--- config.mk ---
export PLATFORM = sky130hd
export DESIGN_NAME = wb_trace_buffer
export DESIGN_NICKNAME = d
export VERILOG_FILES = /design/src/rtl/wb_trace_buffer.sv
export SDC_FILE = /design/constraint.sdc
export NUM_CORES = 1
export LEC_CHECK = 0
export ABC_AREA = 0
export ABC_CLOCK_PERIOD_IN_PS = 6600
export CAP_MARGIN = 20
export CORE_MARGIN = 3
export CORE_UTILIZATION = 55
export DETAILED_ROUTE_END_ITERATION = 12
export MAX_ROUTING_LAYER = met4
export PLACE_DENSITY = 0.74
export SETUP_SLACK_MARGIN = 0.1
export SLEW_MARGIN = 30
export SYNTH_ARGS = -nofsm -noshare
export SYNTH_HDL_FRONTEND = slang
export SYNTH_SLANG_ARGS = --single-unit
--- constraint.sdc ---
create_clock -name Clk -period 6.6 [get_ports Clk]
set_input_delay 1.32 -clock Clk [delete_from_list [all_inputs] [get_ports Clk]]
set_output_delay 1.32 -clock Clk [all_outputs]
set_load 0.01 [all_outputs]
--- src/rtl/wb_trace_buffer.sv ---
// -----------------------------------------------------------------------------
// wb_trace_buffer
//   Captures register write-back events from the pipeline into a circular FIFO
//   and drains them over a valid/ready handshake to a debug sink. Records that
//   arrive while the FIFO is full are dropped and counted.
//
//   Optional feature: define HILO_TRACE_EN to also trace changes of the HI/LO
//   registers as tagged records (tag 1 = HI, tag 2 = LO). Without the macro the
//   HI/LO inputs are ignored and OutTag is always 0.
//
// Parameters
//   DEPTH  FIFO entries (power of two, >= 2)
//   CNT_W  width of the saturating DropCount
// Ports
//   Clk, Reset       clock (rising edge), asynchronous active-low reset
//   WriteData        write-back data
//   ProgramCount     PC tagged to the write-back
//   RegWriteCommand  write-back valid this cycle (push request)
//   HIRegOutput      HI register value (HILO_TRACE_EN only)
//   LORegOutput      LO register value (HILO_TRACE_EN only)
//   OutReady         sink accepts the head record
//   OutValid         head record valid
//   OutPC/OutData    head record PC / data
//   OutTag           0 = GPR, 1 = HI change, 2 = LO change
//   Count            entries held
//   Overflow         sticky: a record was dropped since reset
//   DropCount        dropped records, saturating
// -----------------------------------------------------------------------------
module wb_trace_buffer #(
    parameter int DEPTH = 16,
    parameter int CNT_W = 16
) (
    input  logic                     Clk,
    input  logic                     Reset,
    input  logic [31:0]              WriteData,
    input  logic [31:0]              ProgramCount,
    input  logic                     RegWriteCommand,
    input  logic [31:0]              HIRegOutput,
    input  logic [31:0]              LORegOutput,
    input  logic                     OutReady,
    output logic                     OutValid,
    output logic [31:0]              OutPC,
    output logic [31:0]              OutData,
    output logic [1:0]               OutTag,
    output logic [$clog2(DEPTH):0]   Count,
    output logic                     Overflow,
    output logic [CNT_W-1:0]         DropCount
);

    localparam int AW = $clog2(DEPTH);
    localparam int CW = AW + 1;

    // Storage and pointers
    logic [65:0]       mem_q [DEPTH];
    logic [AW-1:0]     wr_ptr_q, wr_ptr_d;
    logic [AW-1:0]     rd_ptr_q, rd_ptr_d;
    logic [CW-1:0]     count_q, count_d;
    logic              valid_q, valid_d;
    logic [65:0]       head_q, head_d;
    logic              ovf_q, ovf_d;
    logic [CNT_W-1:0]  drop_q, drop_d;

    // Per-cycle control
    logic              pop_s;
    logic              full_s;
    logic              space_s;
    logic              gpr_push_s;
    logic              hi_push_s;
    logic              lo_push_s;
    logic              push_s;
    logic [65:0]       wdata_s;
    logic [1:0]        drop_inc_s;
    logic [CNT_W+1:0]  drop_sum_s;

    // HI/LO change tracking state (constant zero when the feature is off)
    logic              hi_chg_s, lo_chg_s;
    logic              hi_pend_q, lo_pend_q;
    logic [63:0]       hi_rec_q, lo_rec_q;

`ifdef HILO_TRACE_EN
    logic [31:0]       hi_shadow_q, lo_shadow_q;

    // Change detection against the previous-cycle register values
    always_comb begin
        hi_chg_s = (HIRegOutput != hi_shadow_q);
        lo_chg_s = (LORegOutput != lo_shadow_q);
    end

    // Shadow registers, pending flags and latched {PC,value} per register
    always_ff @(posedge Clk or negedge Reset) begin
        if (!Reset) begin
            hi_shadow_q <= 32'd0;
            lo_shadow_q <= 32'd0;
            hi_pend_q   <= 1'b0;
            lo_pend_q   <= 1'b0;
            hi_rec_q    <= 64'd0;
            lo_rec_q    <= 64'd0;
        end else begin
            hi_shadow_q <= HIRegOutput;
            lo_shadow_q <= LORegOutput;
            // A change in the same cycle as a push re-arms the flag with the new value
            hi_pend_q   <= hi_chg_s ? 1'b1 : (hi_push_s ? 1'b0 : hi_pend_q);
            lo_pend_q   <= lo_chg_s ? 1'b1 : (lo_push_s ? 1'b0 : lo_pend_q);
            hi_rec_q    <= hi_chg_s ? {ProgramCount, HIRegOutput} : hi_rec_q;
            lo_rec_q    <= lo_chg_s ? {ProgramCount, LORegOutput} : lo_rec_q;
        end
    end
`else
    logic unused_hilo_s;
    assign unused_hilo_s = ^{HIRegOutput, LORegOutput};
    assign hi_chg_s  = 1'b0;
    assign lo_chg_s  = 1'b0;
    assign hi_pend_q = 1'b0;
    assign lo_pend_q = 1'b0;
    assign hi_rec_q  = 64'd0;
    assign lo_rec_q  = 64'd0;
`endif

    // Push/pop arbitration, drop accounting and next-state computation
    always_comb begin
        pop_s      = valid_q && OutReady;
        full_s     = (count_q == CW'(DEPTH));
        space_s    = !full_s || pop_s;
        // Priority GPR > HI > LO; HI/LO only use otherwise idle cycles
        gpr_push_s = RegWriteCommand && space_s;
        hi_push_s  = !RegWriteCommand && hi_pend_q && space_s;
        lo_push_s  = !RegWriteCommand && !hi_pend_q && lo_pend_q && space_s;
        push_s     = gpr_push_s || hi_push_s || lo_push_s;

        if (gpr_push_s) begin
            wdata_s = {2'd0, ProgramCount, WriteData};
        end else if (hi_push_s) begin
            wdata_s = {2'd1, hi_rec_q};
        end else if (lo_push_s) begin
            wdata_s = {2'd2, lo_rec_q};
        end else begin
            wdata_s = 66'd0;
        end

        // GPR lost to a full FIFO, or a pending HI/LO overwritten before it could push
        drop_inc_s = {1'b0, RegWriteCommand && !space_s}
                   + {1'b0, hi_chg_s && hi_pend_q && !hi_push_s}
                   + {1'b0, lo_chg_s && lo_pend_q && !lo_push_s};
        drop_sum_s = {2'b00, drop_q} + (CNT_W+2)'(drop_inc_s);
        if (drop_sum_s > {2'b00, {CNT_W{1'b1}}}) begin
            drop_d = {CNT_W{1'b1}};
        end else begin
            drop_d = drop_sum_s[CNT_W-1:0];
        end
        ovf_d = ovf_q || (drop_inc_s != 2'd0);

        wr_ptr_d = push_s ? wr_ptr_q + AW'(1) : wr_ptr_q;
        rd_ptr_d = pop_s  ? rd_ptr_q + AW'(1) : rd_ptr_q;
        count_d  = count_q + CW'(push_s) - CW'(pop_s);
        valid_d  = (count_d != CW'(0));

        // Registered head: bypass the write when it lands in the new head slot
        if (push_s && (wr_ptr_q == rd_ptr_d)) begin
            head_d = wdata_s;
        end else begin
            head_d = mem_q[rd_ptr_d];
        end
    end

    // Storage array write, one slot per cycle
    always_ff @(posedge Clk) begin
        if (push_s) begin
            mem_q[wr_ptr_q] <= wdata_s;
        end
    end

    // Pointers, occupancy, head register and overflow statistics
    always_ff @(posedge Clk or negedge Reset) begin
        if (!Reset) begin
            wr_ptr_q <= '0;
            rd_ptr_q <= '0;
            count_q  <= '0;
            valid_q  <= 1'b0;
            head_q   <= 66'd0;
            ovf_q    <= 1'b0;
            drop_q   <= '0;
        end else begin
            wr_ptr_q <= wr_ptr_d;
            rd_ptr_q <= rd_ptr_d;
            count_q  <= count_d;
            valid_q  <= valid_d;
            head_q   <= head_d;
            ovf_q    <= ovf_d;
            drop_q   <= drop_d;
        end
    end

    assign OutValid  = valid_q;
    assign OutTag    = head_q[65:64];
    assign OutPC     = head_q[63:32];
    assign OutData   = head_q[31:0];
    assign Count     = count_q;
    assign Overflow  = ovf_q;
    assign DropCount = drop_q;

endmodule

==> impl_metrics.ini, run 1 <==
[grt]
globalRouteTotalUtil_pct = 27.1
overflow = 0
grt_max_degree = 146
antenna_found_initial = 1
grt_first_pass_wirelength_um = 205000
first_global_vias = 33700

[worst_setup_path]
crit_type = in -> reg
worstPathRequired_ns = 7.17
worstPathArrival_ns = 4.81
cp_max_fo = 42
start_kind = input pin
worst_setup_path_end_kind = flip-flop

[sta]
finalCritPeriodShare_pct = 64.2
slew_headroom_pct = 24.9
hold_viol_final = 0
clock_skew_ns = 0.0254
finalCriticalPeriod_ns = 4.24
grt_setup_unrepaired = false
fin_setup_tns_ns = 0
max_freq_mhz = 236
maxSlewViolCount = 0
worst_slack_ns = 2.36
tightest_slew_ns = 1.13
setup_viol = 0

[power_and_ir_drop]
p_leak_nw = 23.1
vdd_drop_max_v = 0.000538
clkPwrFrac_pct = 22.8
p_switching_w = 0.0108
p_int_w = 0.0194
swShare_pct = 35.9
pwr-share-seq_pct = 30.7
comb_power_share_pct = 46.5
p_per_area_mw_per_mm2 = 491

[detailed_routing]
vias = 31800
drc = 0
wirelength_um = 135000
wire_per_inst_um = 28.4
drt_iter0_markers = 2962
drtPass1Iterations = 5
avgViaCountPerCell = 6.69
detail-route-antenna-nets = 0

[yosys]
ys_seq_elements = 1119
synth-warning-count = 0
synthesis.area_mm2 = 0.0544
syn_inst = 3303
syn_avg_cell_area_um2 = 16.5
synth_cell_types = 43
seq_area_frac_synth_pct = 60.9

[clock_network]
cts_buffers = 116
htreeDepth = 3
clk_pin_slew_ns = 0.06
cts-root-buf = clkbuf_16
ctsResizeCount = 0
cts_hold_buf = 0
max-clock-path-buffers = 3
cts.sinks = 1119
clock_latency_ns = 0.70
cts_tree = built
post_cts_buffers = 0

[hold_path]
hp-class = reg -> reg

[layout]
fin_nets = 3511
final_layout_size_suffix_gt1_share_pct = 15.6
n_antenna_cell = 0
final_core_util_pct = 63.2
syn_to_final_growth_pct = 13.1
stdcell_count = 4743

[floorplanning]
start_util_pct = 55.8
dieArea_mm2 = 0.103
die_y_um = 321
core-area_mm2 = 0.0974
std_cell_rows = 114
die_w_um = 321
ios = 221

[job]
maxCapViolations = 0

[placed_design]
pre_cts_slack_ns = 1.56
place.gp.congestion = 0.776
placed_cells = 4521
port_buffers = 154
dp_hpwl_um = 67400

[outcome]
outcome = finished clean
path summary, 6_finish.rpt:
check                       startpoint      endpoint  slack, ns  cells past startpoint
max                           OutReady    head_q[62]       2.36                      8
min                           Overflow      Overflow       0.47                      1
max reg2reg                rd_ptr_q[0]     head_q[1]       2.65                      8
min reg2reg                   Overflow      Overflow       0.47                      1
max in group asynchronous        Reset   rd_ptr_q[0]       4.62                      2
min in group asynchronous        Reset  DropCount[2]       0.69                      1
through the flow:
stage	hold slack [ns]	power, W	area (um2)
floorplan	0.512	0.0195	54400
detailed placement	0.461	0.0233	57400
finish	0.466	0.0302	61500
global placement	0.452	0.0228	57300
global route	0.498	0.0314	61500
CTS	0.474	0.0302	61500
critical path, stage by stage:
cell and delay, ns:
clkdlybuf4s50_1 0.52, nand2_2 0.21, inv_8 0.43, buf_4 0.71
xnor2_2 0.27, mux4_2 0.56, mux4_2 0.48, mux2_2 0.27
cell type report:
type,count,area (um2)
clock buffer,161,3320
clock inverter,60,746
fill,6722,35900
inverter,77,300
multi-input combinational,1838,20000
sequential,1119,33100
tap,1276,1600
timing repair buffer,212,2400
kinds of logic after synthesis:
family,Yosys count,share of synthesized area [%]
adder cells (fa/ha/maj),15,0.359
XOR/XNOR,20,0.336
multiplexers,1332,30.4
buffers and inverters,347,2.75
flip-flops,1119,60.9
AND/OR/NAND/NOR,324,3.27
other,1,0.00689
AO/OA/AOI/OAI,145,1.97
per-layer routing:
metal,share of wire (%),up-vias,track usage (%)
li1,-,13500,-
met1,39,16600,35.1
met2,50,1373,45.0
met3,7.7,274,3.50
met4,2.9,0,8.43
met5,0,-,-
registers in the layout, summed over array words and instances (netlist names):
signal and cells:
Overflow 1, Count 5, DropCount 16, mem_q 1024
head_q 64, wr_ptr_q 4, OutValid 1, rd_ptr_q 4
Yosys cell counts, drive strengths merged:
library cell  number  area share (%)
a21oi              3           0.028
inv               77            0.53
nand4            195             2.2
mux2               2           0.041
nor4bb             1           0.018
dfrtp             95             4.4
and3               6           0.069
nor2b              3           0.035
o21a               1           0.014
a21boi             1           0.014
xor2              10            0.16
or4                1           0.014
xnor2             10            0.17
ha                14            0.32
edfxtp          1024              57
nor2              76            0.52
fa                 1           0.037
nor3               7           0.074
clkbuf           108            0.75
o21ai              4           0.037
nand3              3           0.028
and2               1           0.012
or3                1           0.012
nand2b             5           0.057
o21bai             1           0.014
a21o               2           0.028
conb               1          0.0069
a31oi              4           0.046
nand2             23            0.16
mux2i           1073              20
a41oi              2           0.032
or2                1           0.012
o2111ai            1           0.016
o211ai           126             1.7
mux4             257              11
buf              162             1.5
and4               1           0.016
power by group through the flow:
stage          Sequential, W  Combinational, W  Clock (W)
6_report             0.00927            0.0141    0.00687
2_1_floorplan        0.00934            0.0102          0
4_1_cts              0.00927            0.0140    0.00696
3_3_place_gp         0.00938            0.0134          0
3_5_place_dp         0.00940            0.0139          0
5_1_grt              0.00935            0.0148    0.00725
placed cells by master, fill, tap and decap left out, types with 5 or more instances in the layout:
| cell type | Yosys | final |
|---|---|---|
| nand2_1 | 22 | 22 |
| buf_16 | 0 | 5 |
| nand4_1 | 195 | 195 |
| nand2b_1 | 5 | 5 |
| o211ai_1 | 126 | 126 |
| ha_1 | 14 | 13 |
| and3_1 | 6 | 6 |
| dfrtp_1 | 95 | 93 |
| buf_12 | 0 | 25 |
| clkinv_1 | 0 | 19 |
| bufinv_16 | 0 | 17 |
| clkdlybuf4s50_1 | 0 | 153 |
| nor2_2 | 0 | 11 |
| clkbuf_16 | 0 | 118 |
| clkbuf_8 | 0 | 21 |
| mux4_2 | 257 | 257 |
| inv_1 | 74 | 74 |
| clkinv_2 | 0 | 14 |
| buf_4 | 2 | 25 |
| edfxtp_1 | 1024 | 1024 |
| nor3_4 | 0 | 5 |
| mux2i_1 | 1073 | 1073 |
| nor2_1 | 76 | 53 |
| xnor2_1 | 9 | 9 |
| xor2_1 | 10 | 9 |
| nor2_4 | 0 | 12 |
| clkbuf_1 | 108 | 22 |
Note: power is estimated with default switching activity, not from simulation.
==> run 2, diff against run 1 <==
--- a/config.mk
+++ b/config.mk
@@ -6,13 +6,13 @@
 export NUM_CORES = 1
 export LEC_CHECK = 0
 export ABC_AREA = 0
-export ABC_CLOCK_PERIOD_IN_PS = 6600
+export ABC_CLOCK_PERIOD_IN_PS = 4050
 export CAP_MARGIN = 20
 export CORE_MARGIN = 3
-export CORE_UTILIZATION = 55
+export CORE_UTILIZATION = 61
 export DETAILED_ROUTE_END_ITERATION = 12
 export MAX_ROUTING_LAYER = met4
-export PLACE_DENSITY = 0.74
+export PLACE_DENSITY = 0.78
 export SETUP_SLACK_MARGIN = 0.1
 export SLEW_MARGIN = 30
 export SYNTH_ARGS = -nofsm -noshare
==> constraint.sdc (replaced) <==
create_clock -name Clk -period 4.05 [get_ports Clk]
set_input_delay 0.81 -clock Clk [delete_from_list [all_inputs] [get_ports Clk]]
set_output_delay 0.81 -clock Clk [all_outputs]
set_load 0.01 [all_outputs]
==> run 2 against run 1 <==
  * Die area is 9.7% lower
  * Clock skew up 0.0075 ns
  * Cell count decreased by 2.0%
  * Critical path type is now reg -> reg
  * Sequential cell count did not move
  * Clock-buffer cell count down 18
  * Sequential power grew 61%
  * Via count is 0.93% higher
  * Core utilization rose by 7.4 points
  * Worst hold slack worse by 0.32 ns
  * Routed wire length is 1.6% lower
==> impl_metrics.ini, run 2 (synthesis results as in run 1) <==
[outcome]
outcome = finished clean

[worst_setup_path]
worstPathRequired_ns = 4.61
cpMostUsedCell = inv_1
start_kind = flip-flop
cp_max_fo = 3
path_depth = 16
rr_worst_depth = 16
crit_start = Count[3]
worstPathArrival_ns = 4.18
cp_cell_sequence = inv_1 -> ha_1 -> nor4bb_1 -> nand2_1 -> and2_1 -> inv_2 -> ha_1 -> inv_1 -> ha_1 -> inv_1 -> fa_1 -> inv_1 -> a21oi_1 -> o21bai_1 -> xnor2_1 -> or4_1
cp_top_family = simple AND/OR/NAND/NOR gates
slowest_delay_ns = 0.59
crit_slowest_cell = nor4bb_1
reg2reg_slack_ns = 0.43
rr_endpoint = OutValid
worst_setup_path_end_kind = flip-flop
crit_type = reg -> reg
rr_startpoint = Count[3]
path_buf_inv = 5

[clock_network]
cts_buffers = 114
clk_pin_slew_ns = 0.06
htreeDepth = 3
post_cts_buffers = 0
ctsResizeCount = 0
cts_hold_buf = 0
cts.sinks = 1119
cts_tree = built
max-clock-path-buffers = 3
clock_latency_ns = 0.69
cts-root-buf = clkbuf_16

[layout]
largest_register = mem_q
final_layout_size_suffix_gt1_share_pct = 16.6
syn_to_final_growth_pct = 13.6
largest_reg_flops = 1024
final_common_cell = mux2i_1
n_antenna_cell = 0
fillers = 5430
fin_nets = 3537
final_cell_mix = mux2i_1, edfxtp_1, mux4_2, nand4_1, clkdlybuf4s50_1

[floorplanning]
die_w_um = 305
dieArea_mm2 = 0.0928
ios = 221
die_y_um = 305
start_util_pct = 62.1
core-area_mm2 = 0.0876
std_cell_rows = 108

[grt]
overflow = 0
grt_first_pass_wirelength_um = 203000
globalRouteTotalUtil_pct = 29.4
first_global_vias = 34200
antenna_found_initial = 0
grt_max_degree = 149

[detailed_routing]
top_layer_used = met4
wire_per_inst_um = 28.5
wirelength_um = 133000
drc = 0
avgViaCountPerCell = 6.90
drtPass1Iterations = 7
vias = 32000
wl_met2_um = 66100
drt_iter0_markers = 3069
wl_met3_um = 10900
wl_met1_um = 50600
detail-route-antenna-nets = 0

[sta]
finalCritPeriodShare_pct = 89.4
hold_viol_final = 0
slew_headroom_pct = 31.3
clock_skew_ns = 0.0329
maxSlewViolCount = 0
setup_viol = 0
tightest_slew_ns = 1.03
max_freq_mhz = 276
grt_setup_unrepaired = false
finalCriticalPeriod_ns = 3.62
fin_hold_ws_ns = 0.143

[power_and_ir_drop]
p_leak_nw = 23.4
power_w = 0.0495
p_per_area_mw_per_mm2 = 801
vdd_drop_max_v = 0.000931

[placed_design]
dp_hpwl_um = 66400
port_buffers = 154
place.gp.congestion = 0.777

[job]
maxCapViolations = 0

[hold_path]
hp-class = in -> async
[run 2: changes by cell type in the layout (fill, tap and decap cells not counted), moves of 4 or more]
cell | previous run | this run
buf_4 | 25 | 36
clkbuf_8 | 21 | 9
clkinv_1 | 19 | 14
buf_12 | 25 | 46
clkbuf_1 | 22 | 18
bufinv_16 | 17 | 22
nor2_1 | 53 | 46
clkinv_2 | 14 | 27
nor2_2 | 11 | 18
[run 2: layer usage]
metal,vias up,track usage [%]
met2,1495,47.6
met1,16600,37.6
met3,335,4.71
met5,-,-
li1,13600,-
met4,0,11.7
[run 2: worst register-to-register path: cells and delay by family (launching register included)]
family                     cells  cell delay (ns)
adders and majority gates      4             0.97
AOI/OAI and AO/OA              2             0.21
buffers and inverters          5             0.36
and+or+nand+nor                4             1.43
xor gates and xnor gates       1             0.11
DFF                            1             0.40
[run 2: layout make-up]
type | count | area [um2] | area share (%)
clock buffer | 143 | 3090 | 5.01
clock inverter | 75 | 966 | 1.56
inverter | 77 | 299 | 0.484
multi-input combinational | 1838 | 20000 | 32.4
sequential | 1119 | 33100 | 53.6
tap | 1155 | 1450 | 2.34
timing repair buffer | 240 | 2830 | 4.57
[run 2: how the worst max path moves through the flow]
stage	to	slack (ns)
2_1_floorplan	mem_q[7][0]	-0.69
3_3_place_gp	OutValid	0.32
3_5_place_dp	OutValid	0.35
4_1_cts	OutValid	0.43
5_1_grt	OutValid	0.18
6_report	OutValid	0.43
[run 2: metrics by stage]
step	setup TNS, ns	instance area, um2	worst slack, ns	instances	util, %
floorplan	-566.18	54400	-0.687	3304	-
finish	0	61800	0.430	4647	70.6
CTS	0	61700	0.427	4644	70.4
global route	0	61800	0.180	4647	70.6
global placement	0	57600	0.324	4426	65.8
detailed placement	0	57600	0.352	4426	65.8
[run 2: report_power, final]
group / leakage [nW] / switching [W] / total (W) / internal (W)
sequential: 10.5 / 0.000633 / 0.0149 / 0.0143
combinational: 10.8 / 0.0127 / 0.0233 / 0.0107
clock: 1.99 / 0.00441 / 0.0112 / 0.00682
